**src/rtl/multdiv_pkg.sv**
```systemverilog
// Shared widths, state/op encodings and helpers for the iterative multiply/divide unit.
package multdiv_pkg;

  localparam int unsigned MD_W     = 32;
  localparam int unsigned MD_ITERS = 32;
  localparam int unsigned MD_CNT_W = 6;

  typedef enum logic [1:0] {IDLE, RUN, DONE} md_state_t;
  typedef enum logic {OP_MULT, OP_DIV} md_op_t;

  // Magnitude of a two's-complement value; 0x80000000 maps to itself as unsigned 2^31.
  function automatic logic [MD_W-1:0] md_abs(input logic [MD_W-1:0] x);
    return x[MD_W-1] ? -x : x;
  endfunction

endpackage

```
**src/rtl/div_step.sv**
```systemverilog
// One restoring-division step: shift in a dividend bit, trial-subtract the divisor.
module div_step
  import multdiv_pkg::*;
(
  input  logic [MD_W-1:0] rem_in,
  input  logic            dvd_bit,
  input  logic [MD_W-1:0] divisor,
  output logic [MD_W-1:0] rem_out,
  output logic            q_bit
);

  logic [MD_W:0] shifted;
  logic [MD_W:0] diff;

  always_comb begin
    shifted = {rem_in, dvd_bit};
    diff    = shifted - {1'b0, divisor};
    // Borrow out of the top bit means the trial subtraction went negative.
    q_bit   = ~diff[MD_W];
    rem_out = q_bit ? diff[MD_W-1:0] : shifted[MD_W-1:0];
  end

endmodule

```
**src/rtl/multdiv_seq.sv**
```systemverilog
// Iterative signed 32-bit multiply (radix-2 Booth) / divide (restoring) unit.
// Divide datapath is present only when MULTDIV_DIV_EN is defined.
module multdiv_seq
  import multdiv_pkg::*;
(
  input  logic            clock,
  input  logic            reset_n,
  input  logic [MD_W-1:0] data_operandA,
  input  logic [MD_W-1:0] data_operandB,
  input  logic            ctrl_MULT,
  input  logic            ctrl_DIV,
  output logic [MD_W-1:0] data_result,
  output logic            data_exception,
  output logic            data_resultRDY,
  output logic            busy
);

  md_state_t             state_q, state_d;
  logic [MD_CNT_W-1:0]   cnt_q, cnt_d;
  md_op_t                op_q, op_d;
  logic [MD_W-1:0]       mcand_q, mcand_d;
  logic [2*MD_W:0]       prod_q, prod_d;
  logic [MD_W-1:0]       result_q, result_d;
  logic                  exc_q, exc_d;

  logic                  last;
  logic [MD_W:0]         booth_sum;
  logic [2*MD_W:0]       booth_next;
  logic [2*MD_W-1:0]     product;

`ifdef MULTDIV_DIV_EN
  logic [MD_W-1:0] rem_q, rem_d;
  logic [MD_W-1:0] dvd_q, dvd_d;
  logic [MD_W-1:0] dsr_q, dsr_d;
  logic            neg_q, neg_d;
  logic            ovf_q, ovf_d;
  logic [MD_W-1:0] rem_nxt;
  logic            q_bit;
  logic [MD_W-1:0] quo;

  div_step u_div_step (
    .rem_in  (rem_q),
    .dvd_bit (dvd_q[MD_W-1]),
    .divisor (dsr_q),
    .rem_out (rem_nxt),
    .q_bit   (q_bit)
  );
`endif

  assign last = (cnt_q == MD_CNT_W'(MD_ITERS - 1));

  // Booth step on {acc, multiplier, q-1}; a 33-bit sum keeps the sign correct for -2^31.
  always_comb begin
    unique case (prod_q[1:0])
      2'b01:   booth_sum = {prod_q[2*MD_W], prod_q[2*MD_W:MD_W+1]} + {mcand_q[MD_W-1], mcand_q};
      2'b10:   booth_sum = {prod_q[2*MD_W], prod_q[2*MD_W:MD_W+1]} - {mcand_q[MD_W-1], mcand_q};
      default: booth_sum = {prod_q[2*MD_W], prod_q[2*MD_W:MD_W+1]};
    endcase
    booth_next = {booth_sum, prod_q[MD_W:1]};
    product    = booth_next[2*MD_W:1];
  end

  always_comb begin
    state_d  = state_q;
    cnt_d    = cnt_q;
    op_d     = op_q;
    mcand_d  = mcand_q;
    prod_d   = prod_q;
    result_d = result_q;
    exc_d    = exc_q;
`ifdef MULTDIV_DIV_EN
    rem_d    = rem_q;
    dvd_d    = dvd_q;
    dsr_d    = dsr_q;
    neg_d    = neg_q;
    ovf_d    = ovf_q;
    quo      = {dvd_q[MD_W-2:0], q_bit};
`endif

    case (state_q)
      RUN: begin
        cnt_d = cnt_q + MD_CNT_W'(1);
        if (op_q == OP_MULT) begin
          prod_d = booth_next;
          if (last) begin
            result_d = product[MD_W-1:0];
            exc_d    = product[2*MD_W-1:MD_W] != {MD_W{product[MD_W-1]}};
          end
        end
`ifdef MULTDIV_DIV_EN
        else begin
          // Quotient bits shift into the vacated low end of the dividend register.
          rem_d = rem_nxt;
          dvd_d = quo;
          if (last) begin
            if (dsr_q == '0) begin
              result_d = '0;
              exc_d    = 1'b1;
            end else begin
              result_d = neg_q ? -quo : quo;
              exc_d    = ovf_q;
            end
          end
        end
`endif
        if (last) state_d = DONE;
      end

      IDLE, DONE: begin
        state_d = IDLE;
        if (ctrl_MULT) begin
          op_d    = OP_MULT;
          mcand_d = data_operandA;
          prod_d  = {{MD_W{1'b0}}, data_operandB, 1'b0};
          cnt_d   = '0;
          state_d = RUN;
        end else if (ctrl_DIV) begin
          op_d = OP_DIV;
`ifdef MULTDIV_DIV_EN
          rem_d   = '0;
          dvd_d   = md_abs(data_operandA);
          dsr_d   = md_abs(data_operandB);
          neg_d   = data_operandA[MD_W-1] ^ data_operandB[MD_W-1];
          ovf_d   = (data_operandA == {1'b1, {(MD_W-1){1'b0}}}) && (data_operandB == '1);
          cnt_d   = '0;
          state_d = RUN;
`else
          result_d = '0;
          exc_d    = 1'b1;
          state_d  = DONE;
`endif
        end
      end

      default: state_d = IDLE;
    endcase
  end

  always_ff @(posedge clock or negedge reset_n) begin
    if (!reset_n) begin
      state_q  <= IDLE;
      cnt_q    <= '0;
      op_q     <= OP_MULT;
      mcand_q  <= '0;
      prod_q   <= '0;
      result_q <= '0;
      exc_q    <= 1'b0;
`ifdef MULTDIV_DIV_EN
      rem_q    <= '0;
      dvd_q    <= '0;
      dsr_q    <= '0;
      neg_q    <= 1'b0;
      ovf_q    <= 1'b0;
`endif
    end else begin
      state_q  <= state_d;
      cnt_q    <= cnt_d;
      op_q     <= op_d;
      mcand_q  <= mcand_d;
      prod_q   <= prod_d;
      result_q <= result_d;
      exc_q    <= exc_d;
`ifdef MULTDIV_DIV_EN
      rem_q    <= rem_d;
      dvd_q    <= dvd_d;
      dsr_q    <= dsr_d;
      neg_q    <= neg_d;
      ovf_q    <= ovf_d;
`endif
    end
  end

  assign data_result    = result_q;
  assign data_exception = exc_q;
  assign data_resultRDY = (state_q == DONE);
  assign busy           = (state_q == RUN);

endmodule

```
**config.mk**
```make
export PLATFORM = sky130hd
export DESIGN_NAME = multdiv_seq
export DESIGN_NICKNAME = d
export VERILOG_FILES = /design/src/rtl/multdiv_pkg.sv /design/src/rtl/div_step.sv /design/src/rtl/multdiv_seq.sv
export SDC_FILE = /design/constraint.sdc
export NUM_CORES = 1
export LEC_CHECK = 0
export ABC_AREA = 0
export CAP_MARGIN = 40
export CORE_MARGIN = 1.5
export CORE_UTILIZATION = 57
export CTS_CLUSTER_SIZE = 12
export DETAILED_ROUTE_END_ITERATION = 8
export PLACE_DENSITY = 0.8
export SKIP_CTS_REPAIR_TIMING = 1
export SYNTH_ARGS = -nofsm -noshare
export SYNTH_HDL_FRONTEND = slang
export SYNTH_HIERARCHICAL = 1
export SYNTH_SLANG_ARGS = --single-unit
```
**constraint.sdc**
```tcl
create_clock -name clock -period 5.24 [get_ports clock]
set_input_delay 0.524 -clock clock [delete_from_list [all_inputs] [get_ports clock]]
set_output_delay 0.524 -clock clock [all_outputs]
set_load 0.05 [all_outputs]
```
==> results of run 1 <==
flip-flops by register name, indices dropped and copies added (netlist names):
register	cells
prod_q	65
cnt_q	6
op_q	1
state_q	2
data_exception	1
mcand_q	32
data_result	32
routing by layer:
metal  part of all wire  global-route usage
met4              0.018             0.09253
met1               0.45              0.4364
met5                  0                   0
met2               0.46              0.4842
met3              0.078             0.06845
final cells by class:
class / instances / share of cell area
repair buffers: 119 / 0.1121
flip-flops and latches: 139 / 0.3258
clock inverters: 10 / 0.01066
multi-input cells: 870 / 0.4747
inverters: 27 / 0.009491
well taps: 211 / 0.02472
clock buffers: 22 / 0.04254
stage by stage:
| stage | std cells | instance area (um^2) | hold slack, ns |
|---|---|---|---|
| 3_3_place_gp | 1362 | 10020 | 0.4622 |
| 3_5_place_dp | 1365 | 10080 | 0.4002 |
| 5_1_grt | 1398 | 10680 | 0.4993 |
| 2_1_floorplan | 1099 | 8935 | 0.2284 |
| 6_report | 1398 | 10680 | 0.4778 |
| 4_1_cts | 1397 | 10650 | -0.04983 |
worst reg2reg max path, cell delays in order (launching register included):
cell and delay (ns):
dfrtp_1 0.42, nor3_1 0.26, buf_4 0.17, and4b_1 0.30, nand2_1 0.13, nor2_1 0.19, a21oi_1 0.11, xnor2_1 0.21
ha_1 0.37, a21oi_1 0.27, o21bai_1 0.17, or3_1 0.38, nor3_1 0.37, o31ai_2 0.13, xor2_1 0.16, mux2i_1 0.12
or4_1 0.51, a221oi_2 0.29, a32oi_1 0.12
synthesized netlist by cell type, drive strengths merged (5+ instances only):
master	number
nand2	239
dfrtp	139
o21ai	110
nor2	86
a21oi	48
a31oi	45
nand3	41
clkbuf	40
ha	35
xnor2	35
inv	27
buf	23
nor3	17
a21o	15
nand4	15
o211ai	14
or3	13
a211oi	11
o31ai	10
or4	10
and2	9
mux2i	9
o21a	9
and3	8
nor4	8
xor2	7
o21bai	6
o31a	6
nor2b	5
nor3b	5
cells in the final DEF, fill, tap and decap left out, drive strengths merged, types with 15 or more instances in the layout:
cell           synthesis  final
dfrtp                139    139
clkdlybuf4s50          0    101
a21oi                 48     48
inv                   27     30
nand2                239    239
buf                   23     17
nor2                  86     86
xnor2                 35     35
a21o                  15     15
ha                    35     35
nor3                  17     17
a31oi                 45     45
clkbuf                40     22
o21ai                110    110
nand4                 15     15
nand3                 41     41
logic make-up (layout without fill, tap and decap cells):
kind of cell    count (synthesis)  after routing
compound gates                304            304
xor+xnor                       42             42
fa+ha+maj                      36             36
buf+inv                        90            178
flops                         139            139
mux                            13             13
simple gates                  475            475
path summary, 6_finish.rpt:
path                                 startpoint               to  slack [ns]  depth (start not counted)
max in group asynchronous               reset_n      mcand_q[28]        3.46                          4
worst min-delay path            data_result[30]  data_result[30]        0.48                          2
worst min register to register  data_result[30]  data_result[30]        0.48                          2
worst max register to register       mcand_q[3]   data_exception        0.42                         18
min in group asynchronous               reset_n         cnt_q[0]        0.53                          2
worst max-delay path                 mcand_q[3]   data_exception        0.42                         18
==> qor.yml, run 1 <==
status: "finished, final reports clean"
dieArea_mm2: 0.01644
grt_overflow: 0
synthXorXnorAreaFrac: 0.04117
num_rows: 45
die_h_um: 128.2
grt_pass1_vias: 8015
synth_top_area_frac: 0.3893
n_antenna_cell: 0
setup.worst_path.start_class: "flop"
gp_congestion: 0.8890
cts_buffers: 17
async_flop_share: 1.000
clock.fmax_mhz: 207.5
hold_violations: 0
synth_cells: 1099
crit_arrival_ns: 5.10
final_nets: 1278
finalSetupViolCount: 0
utilization: 0.6998
crit_buf_inv: 1
synth_edf_count: 0
start_util: 0.5856
critPathSlowestCell: "or4_1"
synthSimpleGateAreaFrac: 0.2403
fin_tns_setup_ns: 0
coreArea_mm2: 0.01526
drive_gt1_frac: 0.06318
synth_compound_area_frac: 0.2168
cpPeakStageDelay_ns: 0.51
drv_cap: 0
ys.flop_type: "dfrtp_1"
grt_max_degree: 74
viasPerCell: 6.079
dp_slack_ns: 0.2048
drc: 0
cts_tree: "done"
min_path_type: "reg -> reg"
slew_headroom: 0.5487
die_x_um: 128.2
area_delta_synth_final_pct: 19.51
period_share: 0.9197
io_pins: 103
cp_max_fo: 8
grt.total_usage: 0.3107
post-synth-top-area-cell: "dfrtp_1"
fin_skew_ns: 0.01253
ys_types: 72
htreeDepth: 4
drv_slew: 0
grt_antenna_before_repair: 0
fin_crit_ns: 4.819
cp_top_family: "simple AND/OR/NAND/NOR gates"
cts_sinks: 139
clockRootBuffer: "clkbuf_16"
regArea_mm2: 0.003478
cp.required_ns: 5.52
worst_pin_slew_ns: 0.6760
synth_fa_ha_area_frac: 0.05125
cts.path.max_buffers: 2
ys_ff_latch: 139
multiInputGateArea_mm2: 0.005069
end_kind: "flop"
drt_iter0_markers: 795
rsz0062_at_grt: "no"
clkLatencyLatePin_ns: 0.42
yosysSeqAreaShare: 0.3893
wire_per_inst_um: 17.55
synth_area_mm2: 0.008935
fillCellCount: 1212
yosys_warnings: 6
wirelength_um: 24540
dp_hpwl_um: 17440
grt_pass1_wl_um: 40540
worst-setup-path-type: "reg -> reg"
yosys-top-cells-area: "dfrtp_1 39%, nand2_1 10%, o21ai_0 5.8%"
worst_slack_ns: 0.4208
synth_top_family_by_area: "simple AND/OR/NAND/NOR gates"
port_buffers: 102
path_clk_slew_ns: 0.06
via_count: 8498
crit_chain: "nor3_1 -> buf_4 -> and4b_1 -> nand2_1 -> nor2_1 -> a21oi_1 -> xnor2_1 -> ha_1 -> a21oi_1 -> o21bai_1 -> or3_1 -> nor3_1 -> o31ai_2 -> xor2_1 -> mux2i_1 -> or4_1 -> a221oi_2 -> a32oi_1"
synth_fp_nets: 1203
ant_nets: 0
synthMuxAreaShare: 0.01512
avgSynthCellArea_um2: 8.130
dr.pass1.iters: 5
Power of run 1 is left out: the tool's default activity adds up to more than one toggle a clock period on the data nets, which glitch-free logic cannot reach.
==> run 2: changes to the inputs <==
Settings changed: CORE_UTILIZATION 57 to 62, GPL_TIMING_DRIVEN set to 0, PLACE_DENSITY 0.8 to 0.86.
Clock period 5.24 ns to 5.7 ns, I/O delays scaled along.
==> run 2 against run 1 <==
  * Clock skew decreased by 0.0037 ns
  * Wire length increased by 11%
  * First-iteration DRC count increased by 41%
  * Clock-buffer cell count decreased by 3
  * Fmax decreased by 7.5%
  * Cell area increased by 1.4%
  * Via count increased by 6.0%
  * Critical path depth increased by 2
  * Sequential cell count unchanged
  * Core utilization increased by 7.4 points
  * Critical endpoint unchanged
  * Largest cell class unchanged
==> qor.yml, run 2 (same netlist as run 1, synthesis figures left out) <==
status: "finished, final reports clean"
slew_headroom: 0.4401
rr_endpoint: "data_exception"
regMostFlops: "prod_q"
clockRootBuffer: "clkbuf_16"
grt.total_usage: 0.3683
wirelength_um: 27220
drive_gt1_frac: 0.06559
ant_nets: 0
reg2reg_depth: 20
num_rows: 43
rr_startpoint: "mcand_q[10]"
end_kind: "flop"
viasPerCell: 6.367
crit_chain: "or3_1 -> nor3_1 -> nor3b_2 -> inv_1 -> nor2_2 -> nand2_1 -> nor2_1 -> a21oi_1 -> xnor2_1 -> ha_1 -> and3_1 -> nand2_1 -> nor3_1 -> o211ai_1 -> o211ai_1 -> xnor2_1 -> o21a_1 -> or4_1 -> a221oi_2 -> a32oi_1"
path_clk_slew_ns: 0.06
placed_area_mm2: 0.01022
r2r_setup_slack_ns: 0.49
cp.required_ns: 6.00
endpoint: "data_exception"
cp_top_family: "simple AND/OR/NAND/NOR gates"
crit_arrival_ns: 5.51
cts_buffers: 17
die_h_um: 123.0
cts_sinks: 139
fin_skew_ns: 0.008870
grt_antenna_before_repair: 0
cts.path.max_buffers: 2
finalSetupViolCount: 0
wire_per_inst_um: 19.23
setup.worst_path.start_class: "flop"
grt_pass1_wl_um: 42920
port_buffers: 102
hold_violations: 0
clock.fmax_mhz: 192.0
drv_cap: 0
critPathSlowestCell: "or4_1"
final_cell_mix: "239 x nand2_1, 139 x dfrtp_1, 103 x o21ai_0, 101 x clkdlybuf4s50_1, 85 x nor2_1"
top_layer_used: "met4"
worst-setup-path-type: "reg -> reg"
period_share: 0.9139
cpPeakStageDelay_ns: 0.55
final_nets: 1326
crit_path_start: "mcand_q[10]"
grt_overflow: 0
cp_max_fo: 9
drt_iter0_markers: 1119
dieArea_mm2: 0.01514
rsz0062_at_grt: "no"
area_delta_synth_final_pct: 21.13
largest_register_ffs: 65
htreeDepth: 4
grt_max_degree: 71
grt_pass1_vias: 8402
clkLatencyLatePin_ns: 0.42
drv_slew: 0
drc: 0
dp_slack_ns: 0.3260
worst_slack_ns: 0.4906
route.met3.wl_um: 2377
start_util: 0.6387
n_antenna_cell: 0
final_cell_area_mm2: 0.01082
fin_crit_ns: 5.209
met1Wirelength_um: 11060
worst-path-stages: 20
worst_pin_slew_ns: 0.8186
gp_congestion: 0.9285
final_common_cell: "nand2_1"
dp_hpwl_um: 19600
io_pins: 103
dr_wl_met2_um: 13070
coreArea_mm2: 0.01399
die_x_um: 123.0
via_count: 9009
dr.pass1.iters: 6
min_path_type: "in -> async"
cts_tree: "done"
crit_buf_inv: 1
[run 2: cell count changes in the layout (fill, tap and decap cells not counted), moves of 3 or more]
cell	delta
buf_6	+6
buf_1	+3
clkbuf_1	+36
buf_2	+11
buf_4	-9
[run 2: metal layers]
metal	track usage	vias up
met4	0.1272	0
met1	0.4726	4298
li1	-	4172
met3	0.08764	71
met5	0	-
met2	0.6128	468
[run 2: worst min path at each step]
stage                          from              end  slack [ns]
global placement     data_result[9]   data_result[9]        0.46
detailed placement  data_result[17]  data_result[17]        0.47
floorplan                   reset_n         cnt_q[0]        0.27
CTS                         reset_n         cnt_q[2]        0.18
global route                reset_n         cnt_q[3]        0.22
finish                      reset_n         cnt_q[5]        0.16
[run 2: final cells by class]
cell class	instances	area, um^2
Sequential cell	139	3478
Clock inverter	13	141.4
Buffer	63	310.3
Clock buffer	19	442.9
Inverter	27	101.3
Timing Repair Buffer	104	1057
Tap cell	180	225.2
Fill cell	998	3166
Multi-Input combinational cell	870	5066
[run 2: through the flow]
stage | setup TNS [ns] | utilization | instances | hold WS [ns]
final | 0 | 0.7737 | 1415 | 0.1609
after global placement | -195.85 | 0.7278 | 1381 | 0.4606
after floorplan | 0 | - | 1099 | 0.2744
after detailed placement | 0 | 0.7304 | 1383 | 0.4730
after global routing | 0 | 0.7737 | 1415 | 0.2193
after CTS | 0 | 0.7722 | 1415 | 0.1835
Power of run 2 is left out for the same reason.
==> run 3: changes to the inputs <==
Settings changed: CTS_BUF_LIST set to sky130_fd_sc_hd__clkbuf_16, REMOVE_ABC_BUFFERS set to 1, SLEW_MARGIN set to 20.
==> run 3 against run 2 <==
  * Cell count fell by 4.0%
  * Core utilization fell by 1.4 points
  * Fmax fell by 0.83%
  * Critical endpoint unchanged
  * Clock-buffer cell count fell by 2
  * Via count fell by 3.9%
  * Critical path type unchanged
  * Worst hold slack got worse by 0.15 ns
==> qor.yml, run 3 (same netlist as run 1, synthesis figures left out) <==
status: "finished, final reports clean"
rr_endpoint: "data_exception"
htreeDepth: 4
cts_sinks: 139
viasPerCell: 6.377
slew_headroom: 0.4891
wirelength_um: 24930
final_cell_mix: "237 x nand2_1, 138 x dfrtp_1, 103 x o21ai_0, 101 x clkdlybuf4s50_1, 85 x nor2_1"
dp_cells: 1325
clock.fmax_mhz: 190.4
final_common_cell: "nand2_1"
min_path_type: "in -> async"
grt.total_usage: 0.3444
dp_hpwl_um: 16910
r2r_setup_slack_ns: 0.45
drive_gt1_frac: 0.05942
cp_max_fo: 9
regMostFlops: "prod_q"
dieArea_mm2: 0.01514
cp.required_ns: 6.00
period_share: 0.9216
clkLatencyLatePin_ns: 0.43
ant_nets: 0
cts_buffers: 17
worst_pin_slew_ns: 0.7663
cts.path.max_buffers: 2
io_pins: 103
drc: 0
multiInputGateArea_mm2: 0.005066
start_util: 0.6387
grt_max_degree: 101
area_delta_synth_final_pct: 18.99
dr.pass1.iters: 7
wire_per_inst_um: 18.36
grt_antenna_before_repair: 0
clockRootBuffer: "clkbuf_16"
fin_crit_ns: 5.253
coreArea_mm2: 0.01399
path_clk_slew_ns: 0.06
rsz0062_at_grt: "no"
fin_cells: 1358
regArea_mm2: 0.003480
die_x_um: 123.0
final_nets: 1269
port_buffers: 102
via_count: 8660
drv_cap: 0
grt_pass1_wl_um: 40610
setup.worst_path.start_class: "flop"
fin_skew_ns: 0.01046
drv_slew: 0
crit_arrival_ns: 5.55
n_antenna_cell: 0
gp_congestion: 0.9700
hold_violations: 0
die_h_um: 123.0
worst-setup-path-type: "reg -> reg"
rr_startpoint: "mcand_q[9]"
grt_pass1_vias: 8372
num_rows: 43
grt_overflow: 0
finalSetupViolCount: 0
reg2reg_depth: 20
end_kind: "flop"
largest_register_ffs: 65
drt_iter0_markers: 886
cts_tree: "done"
fillCellCount: 982
## run 3: changes by cell type in the layout (fill, tap and decap cells not counted), sizes merged
cell | previous run | this run
buf | 26 | 9
bufinv | 2 | 1
clkbuf | 59 | 17
clkinv | 5 | 3
clkinvlp | 3 | 5
inv | 30 | 33
## run 3: worst max-delay path, stage by stage, from the launching register on
cell and delay, ns:
dfrtp_1 0.42, or3_1 0.41, nor3_1 0.29, nor3b_2 0.32
inv_1 0.09, nor2_1 0.24, nand2_1 0.08, nor2_1 0.28
a21oi_1 0.15, xnor2_1 0.17, ha_1 0.47, and3_1 0.22
nand2_1 0.11, nor3_1 0.23, o211ai_1 0.15, o211ai_1 0.18
xnor2_1 0.10, o21a_1 0.21, or4_1 0.55, a221oi_2 0.31
a32oi_1 0.13
## run 3: worst max-delay path by stage
stage                            from             end  slack (ns)  cells after the start
after floorplan           mcand_q[10]  data_exception        1.19                     20
after global placement        reset_n      prod_q[59]       -1.52                      1
after detailed placement  mcand_q[10]  data_exception        0.51                     20
after CTS                  mcand_q[9]  data_exception        0.41                     20
after global routing       mcand_q[8]  data_exception        0.06                     20
final                      mcand_q[9]  data_exception        0.45                     20
## run 3: routing by layer
layer,part of all wire,up-vias,wire length [um],GRT usage
met3,0.095,69,2375,0.1029
met4,0.030,0,756,0.1315
met1,0.40,4133,10080,0.4420
met5,0,-,0,0
met2,0.47,407,11720,0.5510
li1,-,4051,-,-
## run 3: cell type report
type	instances	share of cell area
well taps	180	0.02118
flip-flops and latches	139	0.3273
inverters	27	0.009533
clock inverters	15	0.01295
repair buffers	110	0.1125
clock buffers	17	0.04001
multi-input cells	870	0.4765
## run 3: stage by stage
stage	setup TNS [ns]	cell area, um^2	worst slack, ns	util	hold WS (ns)
2_1_floorplan	0	8625	1.189	-	0.2744
3_3_place_gp	-216.52	9871	-1.520	0.7056	0.4603
3_5_place_dp	0	10040	0.5087	0.7180	0.4693
4_1_cts	0	10610	0.4114	0.7582	0.02673
5_1_grt	0	10630	0.06313	0.7600	0.03110
6_report	0	10630	0.4471	0.7600	0.009359
Power of run 3 is left out for the same reason.
